[src/rtl/shared_access_pkg.sv]
// shared_access_pkg: shared types, default widths and index-width helper for the shared-access arbiter
package shared_access_pkg;

   typedef enum logic [2:0] {
      IDLE,
      GIVE_START,
      WAIT_FINISH,
      REGISTER_DATA,
      GIVE_FINISH
   } state_t;

   localparam int DEF_NUM_REQ        = 4;
   localparam int DEF_N              = 32;
   localparam int DEF_M              = 8;
   localparam int DEF_TIMEOUT_CYCLES = 1024;

   // Width needed to index n requesters; never narrower than one bit.
   function automatic int idx_width(input int n);
      return (n > 1) ? $clog2(n) : 1;
   endfunction

endpackage

[src/rtl/rr_priority_picker.sv]
// rr_priority_picker: combinational round-robin search for the first set request at or above rr_ptr
module rr_priority_picker
   import shared_access_pkg::*;
#(
   parameter int NUM_REQ = DEF_NUM_REQ,
   parameter int IW      = idx_width(NUM_REQ)
) (
   input  logic [NUM_REQ-1:0] request,
   input  logic [IW-1:0]      rr_ptr,
   output logic               found,
   output logic [IW-1:0]      winner
);

   // Scan offsets from farthest to nearest so the closest set bit above rr_ptr ends up winning.
   always_comb begin
      found  = |request;
      winner = '0;
      for (int k = NUM_REQ - 1; k >= 0; k--)
         if (request[(int'(rr_ptr) + k) % NUM_REQ]) winner = IW'((int'(rr_ptr) + k) % NUM_REQ);
   end

endmodule

[src/rtl/shared_access_rr_arbiter.sv]
// shared_access_rr_arbiter: round-robin sharing of one target state machine among NUM_REQ requesters
// Optional watchdog on the target wait is built when SHARED_ACCESS_TIMEOUT_EN is defined.
module shared_access_rr_arbiter
   import shared_access_pkg::*;
#(
   parameter int NUM_REQ        = DEF_NUM_REQ,
   parameter int N              = DEF_N,
   parameter int M              = DEF_M,
   parameter int TIMEOUT_CYCLES = DEF_TIMEOUT_CYCLES
) (
   input  logic                 sm_clk,
   input  logic                 reset,
   input  logic [NUM_REQ-1:0]   start_request,
   output logic [NUM_REQ-1:0]   reset_start_request,
   output logic [NUM_REQ-1:0]   finish,
   input  logic [NUM_REQ*N-1:0] input_arguments,
   output logic [N-1:0]         output_arguments,
   output logic                 start_target,
   input  logic                 target_finished,
   input  logic [M-1:0]         in_received_data,
   output logic [NUM_REQ*M-1:0] received_data,
   output logic                 timeout_error
);

   localparam int IW = idx_width(NUM_REQ);

   state_t        state, state_nx;
   logic [IW-1:0] grant_idx, rr_ptr, winner;
   logic          found, wd_expired;

   rr_priority_picker #(.NUM_REQ(NUM_REQ), .IW(IW)) u_picker (
      .request (start_request),
      .rr_ptr  (rr_ptr),
      .found   (found),
      .winner  (winner)
   );

   // State, latched grant and rotation pointer; the pointer moves past the served requester on finish.
   always_ff @(posedge sm_clk or posedge reset) begin
      if (reset) begin
         state     <= IDLE;
         grant_idx <= '0;
         rr_ptr    <= '0;
      end else begin
         state <= state_nx;
         if (state == IDLE && found) grant_idx <= winner;
         if (state == GIVE_FINISH) rr_ptr <= (grant_idx == IW'(NUM_REQ - 1)) ? '0 : grant_idx + 1'b1;
      end
   end

   // Per-requester result holding registers; only the granted slice is written, once per grant.
   always_ff @(posedge sm_clk or posedge reset) begin
      if (reset) received_data <= '0;
      else if (state == REGISTER_DATA) received_data[grant_idx*M +: M] <= in_received_data;
   end

   // Next-state logic; target_finished is only looked at while waiting for the target.
   always_comb begin
      state_nx = state;
      case (state)
         IDLE:          if (found) state_nx = GIVE_START;
         GIVE_START:    state_nx = WAIT_FINISH;
         WAIT_FINISH:   if (target_finished) state_nx = REGISTER_DATA;
                        else if (wd_expired) state_nx = GIVE_FINISH;
         REGISTER_DATA: state_nx = GIVE_FINISH;
         GIVE_FINISH:   state_nx = IDLE;
         default:       state_nx = IDLE;
      endcase
   end

`ifdef SHARED_ACCESS_TIMEOUT_EN
   localparam int CW = $clog2(TIMEOUT_CYCLES) + 1;

   logic [CW-1:0] wd_cnt;
   logic          wd_timed_out;

   assign wd_expired = (state == WAIT_FINISH) && !target_finished && (wd_cnt == CW'(TIMEOUT_CYCLES - 1));

   // Watchdog counter is zero outside WAIT_FINISH; the abort flag marks the GIVE_FINISH that follows an expiry.
   always_ff @(posedge sm_clk or posedge reset) begin
      if (reset) begin
         wd_cnt       <= '0;
         wd_timed_out <= 1'b0;
      end else begin
         wd_cnt       <= (state == WAIT_FINISH) ? wd_cnt + 1'b1 : '0;
         wd_timed_out <= wd_expired;
      end
   end

   assign timeout_error = (state == GIVE_FINISH) && wd_timed_out;
`else
   assign wd_expired    = 1'b0;
   assign timeout_error = 1'b0;
`endif

   assign start_target        = (state == GIVE_START);
   assign reset_start_request = (state == GIVE_START)  ? (NUM_REQ'(1) << grant_idx) : '0;
   assign finish              = (state == GIVE_FINISH) ? (NUM_REQ'(1) << grant_idx) : '0;
   assign output_arguments    = input_arguments[grant_idx*N +: N];

endmodule
[config.mk]
export PLATFORM = sky130hd
export DESIGN_NAME = shared_access_rr_arbiter
export DESIGN_NICKNAME = d
export VERILOG_FILES = /design/src/rtl/shared_access_pkg.sv /design/src/rtl/rr_priority_picker.sv /design/src/rtl/shared_access_rr_arbiter.sv
export SDC_FILE = /design/constraint.sdc
export NUM_CORES = 1
export LEC_CHECK = 0
export CORE_ASPECT_RATIO = 0.6
export CORE_MARGIN = 3
export CORE_UTILIZATION = 30
export CTS_CLUSTER_SIZE = 14
export DETAILED_ROUTE_END_ITERATION = 10
export MAX_ROUTING_LAYER = met4
export PLACE_DENSITY = 0.8
export RECOVER_POWER = 25
export SKIP_CTS_REPAIR_TIMING = 1
export SLEW_MARGIN = 0
export SYNTH_ARGS = -nofsm -noshare
export SYNTH_HDL_FRONTEND = slang
export SYNTH_HIERARCHICAL = 1
export SYNTH_SLANG_ARGS = --single-unit
[constraint.sdc]
create_clock -name sm_clk -period 2.3 [get_ports sm_clk]
set_clock_uncertainty 0.15 [all_clocks]
set_input_delay 0.46 -clock sm_clk [delete_from_list [all_inputs] [get_ports sm_clk]]
set_output_delay 0.46 -clock sm_clk [all_outputs]
set_load 0.05 [all_outputs]
Yosys cells after proc, flatten, opt, wreduce, memory -nomap -nowiden. Cells that the tools add are included.

Bits of input ports: 143. Word-level logic and storage cells: 56. Register bits: 39. Output and inout bits: 74.

Bitwise operators: 3. Shift operators: 4. Add/subtract/negate cells: 5. Reduce and logical (&&, ||, !) cells: 7. Mux-type cells: 22. Eq/ne operators: 7. $lt $le $gt $ge: 4.

Operator list (count): variable part select 128 x 8 -> 32 bit (1); negation 5 -> 34 bit (1); variable shift 8 x 34 -> 32 bit (first input constant) (1); variable part select 8 x 34 -> 32 bit (1); bitwise mux 32 bit (1); < comparator 3 x 4 -> 1 bit (second input constant) (3); one-hot mux 3 bit (4 select lines) (1); 2-to-1 mux 2 bit (5); binary-select mux 1 bit (select 2 bit) (4); 2-to-1 mux 4 bit (2); 2-to-1 mux 1 bit (7); equality test 3 x 2 -> 1 bit (second input constant) (2); 2-to-1 mux 3 bit (2); OR reduction 2 bit (3); adder 2 x 1 -> 2 bit (second input constant) (2); adder 2 bit (second input constant) (2); inequality test 2 bit (second input constant) (2); OR reduction 4 bit (1); << shifter 1 x 2 -> 4 bit (first input constant) (1); AND 1 bit (first input constant) (3); equality test 3 x 1 -> 1 bit (second input constant) (1); equality test 3 bit (second input constant) (1); zero test 3 bit (1); < comparator 2 x 3 -> 1 bit (second input constant) (1); 3 further kinds (3).

Longest topological paths before layout. Gate-level depths: netlist of the first run.

Depth in word-level cells: 10. Gate-level depth with buffers: 9. Depth with buffers taken out: 5.

By module. Netlist of the first run, hierarchy kept.

By module, submodules not included: shared_access_rr_arbiter (cells each 182, instances 1, area each 2547.4 sq um, sequential area each 975.9 sq um); rr_priority_picker (cells each 13, instances 1, area each 77.6 sq um, sequential area each 0.0 sq um).

Worst setup path after synthesis of the first run. OpenSTA, ideal clock, no wires.

Path kind: flip-flop to output port. Start: register state[1]. End: output port reset_start_request[0]. Data required time: 1690 ps. Path slack: -699 ps. Arrival time: 2389 ps. Buffers on the path: 1. Stages on the path, launching flop included: 4. Path through: dfrtp_1 > buf_6 > nor3b_1 > and2_1.

Longest elaborated chain between the ends: 2.

RTL lines: start, declared (RTL line shared_access_rr_arbiter.sv:27) `state_t state, state_nx;`; start signal, assigned (RTL line shared_access_rr_arbiter.sv:45) `state <= state_nx;`; equality test 3 x 1 -> 1 bit; named net start_target (RTL line shared_access_rr_arbiter.sv:18) `output logic start_target,`; 2-to-1 mux 4 bit (RTL line shared_access_rr_arbiter.sv:97) `assign reset_start_request = (state == GIVE_START) ? (NUM_REQ'(1) << grant_idx) : '0;`; end, declared (RTL line shared_access_rr_arbiter.sv:14) `output logic [NUM_REQ-1:0] reset_start_request,`.

The timed path passes the listed nets, and every way through them passes these cells.

Worst setup path in the final report of the first run.
Start: register grant_idx[0]. End: output port output_arguments[1].

Longest elaborated chain between the ends: 1.

RTL lines: start, declared (RTL line shared_access_rr_arbiter.sv:28) `logic [IW-1:0] grant_idx, rr_ptr, winner;`; start signal, assigned (RTL line shared_access_rr_arbiter.sv:46) `if (state == IDLE && found) grant_idx <= winner;`; variable part select 128 x 8 -> 32 bit (RTL line shared_access_rr_arbiter.sv:99) `assign output_arguments = input_arguments[grant_idx*N +: N];`; end, declared (RTL line shared_access_rr_arbiter.sv:17) `output logic [N-1:0] output_arguments,`.

Every way passes these cells.

==> results of run 1 <==
power by group:
part	total, mW	switching (mW)	leakage [nW]	internal (mW)
Clock	0.801	0.262	0.0868	0.539
Combinational	5.42	2.92	1.63	2.50
Sequential	1.14	0.226	0.527	0.914
final cells by class:
class | count | area, um2
Inverter | 3 | 11.26
Fill cell | 600 | 2678
Clock inverter | 2 | 35.03
Timing Repair Buffer | 231 | 2666
Multi-Input combinational cell | 138 | 1553
Sequential cell | 39 | 978.4
Clock buffer | 6 | 138.9
Tap cell | 108 | 135.1
per-stage QoR:
step / setup WS, ns / instances / utilization (%) / power (mW)
after floorplan: 0.03686 / 195 / - / 4.244
after global placement: 0.04286 / 514 / 64.49 / 6.428
after detailed placement: 0.03635 / 514 / 64.49 / 6.485
after CTS: -0.1111 / 522 / 66.61 / 7.318
after global routing: -0.07654 / 527 / 67.33 / 7.630
final: -0.03376 / 527 / 67.33 / 7.361
logic make-up (layout without fill, tap and decap cells):
kind of cell,count (synthesis),in the layout
AND/OR/NAND/NOR,56,56
flip-flops,39,39
AO/OA/AOI/OAI,37,37
multiplexers,36,36
buffers and inverters,18,242
adder cells (fa/ha/maj),7,7
other,1,1
XOR/XNOR,1,1
flip-flops by register name, indices dropped and copies added, names as in the netlist:
| name | cells |
|---|---|
| rr_ptr | 2 |
| received_data | 32 |
| state | 3 |
| grant_idx | 2 |
synth_stat cells:
| cell type | n | area share [%] |
|---|---|---|
| buf_6 | 4 | 1.7 |
| a21oi_1 | 1 | 0.19 |
| conb_1 | 1 | 0.14 |
| nor3_1 | 1 | 0.19 |
| nor4_4 | 1 | 0.81 |
| xnor2_1 | 1 | 0.33 |
| dfrtp_1 | 39 | 37 |
| clkbuf_1 | 2 | 0.29 |
| mux2_2 | 2 | 0.86 |
| a22o_1 | 24 | 8.0 |
| nand4b_1 | 1 | 0.33 |
| nor3b_1 | 2 | 0.57 |
| nor3b_2 | 1 | 0.48 |
| and2_1 | 8 | 1.9 |
| nor2_1 | 7 | 1.0 |
| nand2_1 | 22 | 3.1 |
| nor4b_1 | 1 | 0.33 |
| nor3_2 | 2 | 0.76 |
| nor4bb_1 | 1 | 0.38 |
| nand4b_4 | 3 | 2.7 |
| mux2i_1 | 2 | 0.76 |
| o21ai_1 | 1 | 0.19 |
| inv_1 | 3 | 0.43 |
| nand2b_1 | 4 | 0.95 |
| ha_1 | 7 | 3.3 |
| buf_2 | 5 | 0.95 |
| a211oi_1 | 1 | 0.29 |
| o21ai_0 | 9 | 1.7 |
| a211oi_2 | 1 | 0.48 |
| buf_4 | 4 | 1.1 |
| mux4_2 | 32 | 27 |
| nor4_2 | 2 | 0.95 |
metal layers:
metal	share of wire (%)	routed length, um	vias up
met3	4.3	504	16
met2	52	6084	78
li1	-	-	1212
met4	1.8	209	0
met1	42	4842	1297
met5	0	0	-
cells in the final DEF, fill, tap and decap left out, types with 2 or more instances in the layout:
cell and n:
mux4_2 32, ha_1 6, nor4_2 2, nor3b_4 2, and2_1 7, o21ai_0 9
dfrtp_2 2, buf_12 39, nor2_1 7, nand2_1 22, buf_4 15, nor3_2 2
a22o_1 24, nand4b_4 3, dfrtp_1 37, mux2_2 2, mux2i_1 2, inv_1 3
clkbuf_16 5, clkdlybuf4s50_1 173, nand2b_1 4
worst paths after layout:
path / from / end / slack (ns) / cells past startpoint
worst min-delay path: received_data[4] / received_data[4] / 0.33 / 2
worst max register to register: grant_idx[0] / received_data[23] / 0.21 / 5
worst max-delay path: grant_idx[0] / output_arguments[1] / -0.03 / 3
worst min register to register: received_data[4] / received_data[4] / 0.33 / 2
min in group asynchronous: reset / received_data[14] / 0.78 / 3
max in group asynchronous: reset / grant_idx[0] / 0.55 / 3
critical path, stage by stage, from the launching register on:
cell and delay [ns]:
dfrtp_2 0.47, buf_12 0.21, mux4_2 0.58, buf_12 0.18
==> metrics.csv, run 1 <==
metric,value,unit
outcome,"complete, but fails checks",
violations,negative setup slack,
synth-warning-count,6,
cap_violations,0,
synth_cell_type_count,32,
path_clk_slew,0.06,ns
layout_setup_ws,-0.03376,ns
grt_usage,22.74,%
ys_ff_latch,39,
syn_area,0.002625,mm2
cts_tree,done,
dp_hpwl,9.815,mm
cts_buffers,5,
fmax,0.4285,GHz
synth_fa_ha_area_share,3.337,%
drt_iter0_markers,132,
avgSynthCellArea,13.46,um2
relSlewSlack,35.22,%
port_buffers,215,
period_share,101.5,%
ios,217,
met1_usage,29.38,%
startpoint_type,flip-flop,
syn2layout_area_growth,110.2,%
post-route-drc-count,0,
required,1.69,ns
start_util,32.03,%
peakVddDrop,0.0005774,V
synth_top_family_by_area,multiplexers,
wl,11.64,mm
via_count,2603,
drt_pass1_iterations,4,
cts.sinks,39,
h-tree-depth,2,
worst_slew_pin_slew,0.9716,ns
core_area,0.008195,mm2
antenna_found_initial,0,
grt_max_degree,40,
rows,25,
drv_slew,0,
yosys.area_share.simple,14.54,%
cts_root_buf,clkbuf_16,
grt_pass1_wl,16.57,mm
crit_fanout,17,
final_nets,568,
setup-tns-final,-0.1837,ns
rsz0062_at_grt,yes,
syn_nets,345,
synth_xor_area_share,0.3337,%
worst_hold_slack,0.3321,ns
hold_class,reg2reg,
cellPowerDensity,1334,mW/mm2
drive_gt1_share,27.21,%
hold_viol,0,
dieArea,0.009945,mm2
grt_overflow,0,
cp-end-kind,primary output,
synthCells,195,
die_y,78.46,um
period_minus_slack,2.334,ns
synthMuxAreaShare,29.08,%
path_class,reg2out,
top_usage_layer,met2,
die_w,126.8,um
ant_nets,0,
wire_per_inst,22.09,um
grtUsageMet3,4.215,%
ys_seq_area_share,37.18,%
place_area,0.005285,mm2
clkLatencyLatePin,0.27,ns
grt_pass1_vias,2771,
crit_arrival,1.72,ns
grt_use_met2,37.82,%
insertedDiodeCount,0,
power.leakage,2.247,nW
synth-compound-area-share,10.87,%
fin_area,0.005518,mm2
setup_viol,10,
avgViaCountPerCell,4.939,
cts.path.max_buffers,2,
place_congestion,0.8692,
No activity file was read; power rests on OpenSTA's default activity.
==> run 2: changes to the inputs <==
--- a/config.mk
+++ b/config.mk
@@ -8,12 +8,12 @@
 export CORE_ASPECT_RATIO = 0.6
 export CORE_MARGIN = 3
 export CORE_UTILIZATION = 30
-export CTS_CLUSTER_SIZE = 14
 export DETAILED_ROUTE_END_ITERATION = 10
 export MAX_ROUTING_LAYER = met4
 export PLACE_DENSITY = 0.8
 export RECOVER_POWER = 25
 export SKIP_CTS_REPAIR_TIMING = 1
+export SKIP_LAST_GASP = 1
 export SLEW_MARGIN = 0
 export SYNTH_ARGS = -nofsm -noshare
 export SYNTH_HDL_FRONTEND = slang
==> run 2 against run 1 <==
The flow still finishes with violations (negative setup slack). Critical path depth stayed put. Global-route usage did not move. Cell area barely moved. Critical endpoint unchanged.
==> metrics.csv, run 2 (synthesis gave the netlist of run 1 again) <==
metric,value,unit,change
outcome,"complete, but fails checks",,
violations,negative setup slack,,
n_fill_cell,600,,unchanged
setup_viol,11,,+1
power.leakage,2.246,nW,about the same
period_share,101.5,%,about the same
hold_path_startpoint,received_data[4],,
drive_gt1_share,27.21,%,unchanged
grt_usage,22.74,%,unchanged
fmax,0.4285,GHz,unchanged
core_area,0.008195,mm2,unchanged
period_minus_slack,2.334,ns,+0.0000007000 ns
crit_fanout,17,,unchanged
cp-end-kind,primary output,,
startpoint_type,flip-flop,,
cts_buffers,5,,unchanged
port_buffers,215,,unchanged
cts.path.max_buffers,2,,unchanged
final_nets,568,,unchanged
top_regs,"received_data: 32 flops, state: 3 flops",,
relSlewSlack,35.22,%,unchanged
avgViaCountPerCell,4.939,,unchanged
fin_total_pwr,7.358,mW,about the same
crit_arrival,1.72,ns,about the same
grt_pass1_vias,2771,,unchanged
syn2layout_area_growth,110.1,%,about the same
path_class,reg2out,,
clkLatencyLatePin,0.27,ns,about the same
required,1.69,ns,about the same
largest_reg_flops,32,,unchanged
final_cell_mix,"clkdlybuf4s50_1 (173), buf_12 (39), dfrtp_1 (37)",,
regMostFlops,received_data,,
hold_class,reg2reg,,
path_clk_slew,0.06,ns,about the same
h-tree-depth,2,,unchanged
hold_viol,0,,unchanged
die_w,126.8,um,unchanged
worst_slew_pin_slew,0.9716,ns,unchanged
rsz0062_at_grt,yes,,
place_congestion,0.8692,,unchanged
wire_per_inst,22.09,um,about the same
layout_setup_ws,-0.03376,ns,-0.0000007000 ns
peakVddDrop,0.0005766,V,-0.14%
ios,217,,unchanged
grt_overflow,0,,unchanged
dieArea,0.009945,mm2,unchanged
final_common_cell,clkdlybuf4s50_1,,
drv_slew,0,,unchanged
ant_nets,0,,unchanged
drt_iter0_markers,134,,+1.5%
start_util,32.03,%,unchanged
antenna_found_initial,0,,unchanged
cts.sinks,39,,unchanged
via_count,2603,,unchanged
grt_pass1_wl,16.57,mm,unchanged
post-route-util,67.28,%,about the same
cellPowerDensity,1334,mW/mm2,about the same
r2r-start,grant_idx[0],,
die_y,78.46,um,unchanged
drt_pass1_iterations,4,,unchanged
startpoint,grant_idx[0],,
cts_root_buf,clkbuf_16,,
post-route-drc-count,0,,unchanged
dp_hpwl,9.815,mm,unchanged
grt_max_degree,40,,unchanged
rows,25,,unchanged
cap_violations,0,,unchanged
wl,11.64,mm,about the same
insertedDiodeCount,0,,unchanged
cts_tree,done,,
## run 2: cell types whose count changed in the layout (fill, tap and decap cells not counted)
cell	before	now
buf_4	15	16
buf_6	1	0
## run 2: worst paths after layout
path	endpoint	slack, ns	cells past startpoint
max	output_arguments[1]	-0.03	3
min	received_data[4]	0.33	2
max reg2reg	received_data[23]	0.21	5
min reg2reg	received_data[4]	0.33	2
max in group asynchronous	grant_idx[0]	0.55	3
min in group asynchronous	received_data[14]	0.78	3
## run 2: through the flow
step / cell area (um2) / TNS [ns] / instances / worst slack, ns / hold slack [ns]
detailed placement: 5285 / 0 / 514 / 0.03635 / 0.3203
global route: 5514 / -1.531 / 527 / -0.07654 / 0.3544
floorplan: 2636 / 0 / 195 / 0.03686 / 0.3766
CTS: 5459 / -2.608 / 522 / -0.1111 / 0.3334
finish: 5514 / -0.1975 / 527 / -0.03376 / 0.3321
global placement: 5285 / 0 / 514 / 0.04286 / 0.3166
## run 2: area by class of cell
class	count	area (um2)	share of cell area, %
multi-input combinational	138	1553	28.16
sequential	39	978.4	17.74
timing repair buffer	231	2663	48.29
tap	108	135.1	2.451
clock buffer	6	138.9	2.519
clock inverter	2	35.03	0.6354
inverter	3	11.26	0.2042
## run 2: report_power, final
part           switching [mW]  leakage [nW]  internal [mW]
clock network           0.262        0.0868          0.539
logic                    2.92          1.63           2.49
registers               0.226         0.527          0.914
total                    3.41          2.25           3.95
## run 2: per-layer routing
| layer | up-vias | wire, um | GRT usage (%) |
|---|---|---|---|
| li1 | 1212 | - | - |
| met1 | 1297 | 4841 | 29.38 |
| met2 | 78 | 6084 | 37.82 |
| met3 | 16 | 504 | 4.215 |
| met4 | 0 | 209 | 4.818 |
| met5 | - | 0 | - |
## run 2: worst max-delay path, stage by stage (launching register included)
cell and delay, ns:
dfrtp_2 0.47, buf_12 0.21, mux4_2 0.58, buf_12 0.18
